[src/rtl/inst_queue_if.sv]
`default_nettype none
// ============================================================================
// Module      : inst_queue_if
// Description : Fetcher/decoder/ROB-facing signal bundle of the instruction
//               queue. The slave modport is the queue side; the master modport
//               is the side that drives pushes, issues and flushes.
// Revision    : 1.0 - initial release
// ============================================================================
interface inst_queue_if #(
  parameter int DEPTH_BIT = 3
);
  logic                 push_valid;
  logic [31:0]          push_inst;
  logic [31:0]          push_addr;
  logic                 push_ready;
  logic                 wrong_predicted;
  logic                 issue_signal;
  logic                 start_decoder;
  logic                 valid;
  logic [31:0]          inst;
  logic [31:0]          inst_addr;
  logic [DEPTH_BIT:0]   count;

  modport slave (
    input  push_valid, push_inst, push_addr, wrong_predicted, issue_signal,
    output push_ready, start_decoder, valid, inst, inst_addr, count
  );

  modport master (
    output push_valid, push_inst, push_addr, wrong_predicted, issue_signal,
    input  push_ready, start_decoder, valid, inst, inst_addr, count
  );
endinterface
`default_nettype wire

[src/rtl/inst_queue.sv]
`default_nettype none
// ============================================================================
// Module      : inst_queue
// Description : Circular instruction FIFO between fetcher and decoder. Presents
//               the oldest entry to the decoder, pops on issue_signal, flushes
//               on wrong_predicted and back-pressures the fetcher.
// Revision    : 1.0 - initial release
// ============================================================================
module inst_queue #(
  parameter int DEPTH_BIT = 3
) (
  input  wire logic      clk_in,
  input  wire logic      rst_in,
  input  wire logic      rdy_in,
  inst_queue_if.slave    q
);

  localparam int                  c_DEPTH_N = 1 << DEPTH_BIT;
  localparam logic [DEPTH_BIT:0]  c_DEPTH   = {1'b1, {DEPTH_BIT{1'b0}}};
  localparam logic [DEPTH_BIT-1:0] c_PTR_ONE = 1;
  localparam logic [DEPTH_BIT:0]  c_CNT_ONE = 1;

  localparam logic [0:0] c_ST_RUN   = 1'b0;
  localparam logic [0:0] c_ST_FLUSH = 1'b1;

  logic [0:0]           r_state;
  logic [0:0]           w_state_nxt;
  logic [DEPTH_BIT-1:0] r_head;
  logic [DEPTH_BIT-1:0] r_tail;
  logic [DEPTH_BIT:0]   r_count;
  logic [31:0]          r_mem_inst [0:c_DEPTH_N-1];
  logic [31:0]          r_mem_addr [0:c_DEPTH_N-1];

  logic w_flush;
  logic w_push;
  logic w_pop;
  logic w_valid;
  logic w_start_decoder;
  logic w_push_ready;

  // Qualified events; a flush in the same cycle discards any push or pop.
  assign w_flush = rdy_in && q.wrong_predicted;
  assign w_push  = q.push_valid && w_push_ready && !w_flush;
  assign w_pop   = q.issue_signal && w_valid && w_start_decoder && !w_flush;

  // State register: RUN after reset.
  always_ff @(posedge clk_in or negedge rst_in) begin
    if (!rst_in) r_state <= c_ST_RUN;
    else         r_state <= w_state_nxt;
  end

  // Next state: enter or stay in FLUSH while a qualified flush is present;
  // everything holds while rdy_in is low.
  always_comb begin
    w_state_nxt = r_state;
    if (rdy_in) begin
      case (r_state)
        c_ST_RUN:   if (w_flush)  w_state_nxt = c_ST_FLUSH;
        c_ST_FLUSH: if (!w_flush) w_state_nxt = c_ST_RUN;
        default:    w_state_nxt = c_ST_RUN;
      endcase
    end
  end

  // Output decode: handshake qualifiers depend on state, occupancy and rdy_in.
  always_comb begin
    w_valid         = (r_count != '0);
    w_start_decoder = rdy_in && (r_state == c_ST_RUN);
    w_push_ready    = rdy_in && (r_state == c_ST_RUN) && (r_count < c_DEPTH);
  end

  // Pointers and occupancy; flush has priority and rdy_in low freezes them.
  always_ff @(posedge clk_in or negedge rst_in) begin
    if (!rst_in) begin
      r_head  <= '0;
      r_tail  <= '0;
      r_count <= '0;
    end else if (rdy_in) begin
      if (w_flush) begin
        r_head  <= '0;
        r_tail  <= '0;
        r_count <= '0;
      end else begin
        if (w_push) r_tail <= r_tail + c_PTR_ONE;
        if (w_pop)  r_head <= r_head + c_PTR_ONE;
        if (w_push && !w_pop)      r_count <= r_count + c_CNT_ONE;
        else if (w_pop && !w_push) r_count <= r_count - c_CNT_ONE;
      end
    end
  end

  // Entry storage: written only on an accepted push, never cleared.
  always_ff @(posedge clk_in) begin
    if (w_push) begin
      r_mem_inst[r_tail] <= q.push_inst;
      r_mem_addr[r_tail] <= q.push_addr;
    end
  end

  assign q.valid         = w_valid;
  assign q.start_decoder = w_start_decoder;
  assign q.push_ready    = w_push_ready;
  assign q.count         = r_count;
  assign q.inst          = w_valid ? r_mem_inst[r_head] : 32'h0;
  assign q.inst_addr     = w_valid ? r_mem_addr[r_head] : 32'h0;

endmodule
`default_nettype wire

[src/flat_wrapper.sv]
// flat-port wrapper written by rule: the top's interface ports become plain ports
module inst_queue_flat 
#(
  parameter int DEPTH_BIT = 3
)
  (clk_in, rst_in, rdy_in, q_push_valid, q_push_inst, q_push_addr, q_wrong_predicted, q_issue_signal, q_push_ready, q_start_decoder, q_valid, q_inst, q_inst_addr, q_count);
  inst_queue_if #(.DEPTH_BIT(DEPTH_BIT)) q_i ();
  input  wire logic clk_in;
  input  wire logic rst_in;
  input  wire logic rdy_in;
  input wire logic [$bits(q_i.push_valid)-1:0] q_push_valid;
  input wire logic [$bits(q_i.push_inst)-1:0] q_push_inst;
  input wire logic [$bits(q_i.push_addr)-1:0] q_push_addr;
  input wire logic [$bits(q_i.wrong_predicted)-1:0] q_wrong_predicted;
  input wire logic [$bits(q_i.issue_signal)-1:0] q_issue_signal;
  output wire logic [$bits(q_i.push_ready)-1:0] q_push_ready;
  output wire logic [$bits(q_i.start_decoder)-1:0] q_start_decoder;
  output wire logic [$bits(q_i.valid)-1:0] q_valid;
  output wire logic [$bits(q_i.inst)-1:0] q_inst;
  output wire logic [$bits(q_i.inst_addr)-1:0] q_inst_addr;
  output wire logic [$bits(q_i.count)-1:0] q_count;
  assign q_i.push_valid = q_push_valid;
  assign q_i.push_inst = q_push_inst;
  assign q_i.push_addr = q_push_addr;
  assign q_i.wrong_predicted = q_wrong_predicted;
  assign q_i.issue_signal = q_issue_signal;
  assign q_push_ready = q_i.push_ready;
  assign q_start_decoder = q_i.start_decoder;
  assign q_valid = q_i.valid;
  assign q_inst = q_i.inst;
  assign q_inst_addr = q_i.inst_addr;
  assign q_count = q_i.count;
  inst_queue #(.DEPTH_BIT(DEPTH_BIT)) u_core (.clk_in(clk_in), .rst_in(rst_in), .rdy_in(rdy_in), .q(q_i));
endmodule
[config.mk]
export PLATFORM = sky130hd
export DESIGN_NAME = inst_queue_flat
export DESIGN_NICKNAME = d
export VERILOG_FILES = /design/src/rtl/inst_queue_if.sv /design/src/rtl/inst_queue.sv /design/src/flat_wrapper.sv
export SDC_FILE = /design/constraint.sdc
export NUM_CORES = 1
export LEC_CHECK = 0
export ABC_AREA = 1
export CORE_ASPECT_RATIO = 0.7
export CORE_MARGIN = 3
export CORE_UTILIZATION = 62
export CTS_BUF_LIST = sky130_fd_sc_hd__clkbuf_4
export DETAILED_ROUTE_END_ITERATION = 8
export PLACE_DENSITY_LB_ADDON = 0.2
export SKIP_LAST_GASP = 1
export SLEW_MARGIN = 20
export SYNTH_ARGS = -nofsm -noshare
export SYNTH_HDL_FRONTEND = slang
export SYNTH_SLANG_ARGS = --single-unit
[constraint.sdc]
create_clock -name clk_in -period 5.6 [get_ports clk_in]
set_clock_uncertainty 0.2 [all_clocks]
set_input_delay 1.4 -clock clk_in [delete_from_list [all_inputs] [get_ports clk_in]]
set_output_delay 1.4 -clock clk_in [all_outputs]
set_load 0.01 [all_outputs]
==> flow_summary.json <==
{
  "status": "completed",
  "grt_pass1_wl_um": 81900,
  "reg2reg_depth": 10,
  "core_um2": 36300,
  "critical_path_class": "flip-flop to output pin",
  "finalMaxSlewViolations": 0,
  "post_cts_buffers": 0,
  "clkTransAtPathRegs_ns": 0.07,
  "synth_seq_cells": 523,
  "combPwrFrac_pct": 14.7,
  "syn_nets": 2388,
  "chipWidth_um": 236,
  "power.share.switching_pct": 26.3,
  "grt_max_degree": 156,
  "seqPwrFrac_pct": 51.8,
  "wl_per_cell_um": 16.7,
  "synth_warnings": 0,
  "crit_arrival_ns": 3.67,
  "cts_resized": 0,
  "setup_tns_ns": 0,
  "antenna_found_initial": 6,
  "clock_latency_ns": 0.80,
  "hp-start": "u_core.r_state",
  "netlist_instances": 2312,
  "grt_pass1_vias": 15900,
  "cts_tree": "yes",
  "die_h_um": 167,
  "p_per_area_nw_per_um2": 321,
  "num_rows": 58,
  "drc": 0,
  "first_pass_iters": 6,
  "yosysSeqAreaShare_pct": 67.9,
  "final_util_pct": 72.7,
  "async_reset_ff_share_pct": 2.10,
  "hold_end": "u_core.r_state",
  "gp_congestion": 0.794,
  "reg2reg_from": "u_core.q.count[0]",
  "end_kind": "output pin",
  "slew_headroom_pct": 28.2,
  "finalSetupViolCount": 0,
  "dieArea_um2": 39500,
  "cts-hold-fix-buffers": 0,
  "p_sw_mw": 2.22,
  "p_leak_nw": 11.6,
  "fmax_mhz": 190,
  "fin_nets": 2569,
  "drtIter0Drc": 1411,
  "holdCritPathClass": "flip-flop to flip-flop",
  "holdPathStages": 2,
  "rsz0062_at_grt": "no",
  "vias_per_cell": 5.15,
  "ys_types": 21,
  "worstMarginPinSlew_ns": 1.08,
  "power_mw": 8.45,
  "syn_avg_cell_area_um2": 9.97,
  "wl_um": 51200,
  "cp-start-kind": "flip-flop",
  "num_io_pins": 141,
  "ir_worst_vdd_mv": 0.283,
  "area_delta_synth_final_pct": 14.4,
  "cts_buffers": 120,
  "clockBufferDepth": 3,
  "cp_max_fo": 100,
  "clock_power_share_pct": 33.5,
  "track_usage_pct": 26.1,
  "dp_hpwl_um": 27000,
  "ctsHtreeMaxLevel": 3,
  "grt-ovfl-total": 0,
  "vias": 15800,
  "drive_gt1_share_pct": 8.31,
  "p_int_mw": 6.23,
  "hold_violations": 0,
  "port_buffers": 140,
  "synth_area_um2": 23000,
  "drtAntennaViolNets": 0,
  "critPathRequiredTime_ns": 4.00,
  "min_period_ns": 5.27,
  "synth_flop_cell": "edfxtp_1",
  "post-route-period-util_pct": 94.0,
  "worst_r2r_endpoint": "u_core.q.count[3]",
  "cts_root_buf": "clkbuf_4",
  "cap_violations": 0,
  "ff2ff_setup_slack_ns": 2.61,
  "floorplan.initialDensity_pct": 63.5,
  "synth_edf_count": 512,
  "cts.sinks": 523
}
critical path, cell delays in order, from the launching register on:
cell             delay (ns)
dfrtp_4                0.68
inv_6                  0.66
buf_4                  0.47
nand2_1                0.12
nand3_1                0.09
nand3_1                0.08
nand2_1                0.10
nor2_1                 0.05
clkdlybuf4s50_1        0.51
cells by family after synthesis:
| logic type | after synthesis | share of synthesized area, % |
|---|---|---|
| AO/OA/AOI/OAI | 11 | 0.250 |
| XOR/XNOR | 3 | 0.114 |
| adder cells (fa/ha/maj) | 6 | 0.358 |
| buffers and inverters | 637 | 11.1 |
| flip-flops | 523 | 67.9 |
| AND/OR/NAND/NOR | 1132 | 20.3 |
cell usage in the layout, fill, tap and decap left out, types with 3 or more instances in the layout:
cell,n
nand2_1,659
clkbuf_4,172
nor2_1,133
o21ai_0,8
clkinv_1,40
buf_12,12
buf_4,13
nor2_4,8
inv_2,3
ha_1,5
dfrtp_1,8
nand3_1,328
clkdlybuf4s50_1,140
inv_1,529
dfrtp_4,3
diode_2,3
edfxtp_1,512
Yosys cell counts (2+ instances only):
library cell	number	area share, %
xor2_1	2	0.076
clkbuf_1	8	0.13
buf_2	70	1.5
ha_1	5	0.27
nand2_1	659	11
nand4_1	2	0.054
nor2_1	141	2.3
buf_4	13	0.42
o22ai_1	2	0.054
o21ai_0	8	0.17
inv_1	530	8.6
nand3_1	329	7.1
buf_1	11	0.18
buf_6	4	0.20
dfrtp_1	11	1.2
edfxtp_1	512	67
routing by layer:
| metal | track usage, % | wire length (µm) | up-vias |
|---|---|---|---|
| met5 | 0 | 46 | - |
| met4 | 9.35 | 915 | 6 |
| met3 | 5.68 | 3730 | 86 |
| met2 | 42.4 | 24900 | 590 |
| met1 | 35.3 | 21500 | 7435 |
| li1 | - | - | 7697 |
layout make-up:
class,count,area (µm²)
Antenna cell,3,7.51
Clock buffer,172,1290
Clock inverter,43,161
Fill cell,2577,9920
Inverter,531,2000
Multi-Input combinational cell,1152,4910
Sequential cell,523,15700
Tap cell,480,601
Timing Repair Buffer,165,1740
worst max-delay path by stage:
stage | from | end | depth (start not counted)
2_1_floorplan | rdy_in | u_core.r_mem_addr[0][0] | 5
3_3_place_gp | u_core.r_head[0] | q_inst[5] | 8
3_5_place_dp | u_core.r_head[0] | q_inst_addr[30] | 8
4_1_cts | u_core.r_head[0] | q_inst_addr[30] | 8
5_1_grt | u_core.r_head[0] | q_inst_addr[30] | 8
6_report | u_core.r_head[0] | q_inst_addr[10] | 8
per-stage QoR:
step / worst slack [ns] / instances / cell area [µm²] / hold WS [ns]
final: 0.334 / 3069 / 26400 / 0.365
after global routing: 0.106 / 3069 / 26400 / 0.395
after CTS: 0.298 / 3066 / 26400 / 0.371
after detailed placement: 1.21 / 2851 / 24900 / 0.354
after global placement: 1.24 / 2851 / 24900 / 0.366
after floorplan: 0.335 / 2312 / 23000 / 0.303
registers in the layout, summed over array words and instances, names as in the netlist:
signal and count:
u_core.r_mem_addr 256, u_core.r_mem_inst 256, u_core.q.count 4, u_core.r_head 3, u_core.r_tail 3, u_core.r_state 1
power groups by stage:
stage	logic, mW	clock network [mW]	registers [mW]
6_report	1.25	2.83	4.38
5_1_grt	1.38	3.11	4.38
4_1_cts	1.25	2.90	4.38
3_5_place_dp	1.24	0	4.46
3_3_place_gp	1.21	0	4.46
2_1_floorplan	0.716	0	4.45
Power figures use the tool's default switching activity.
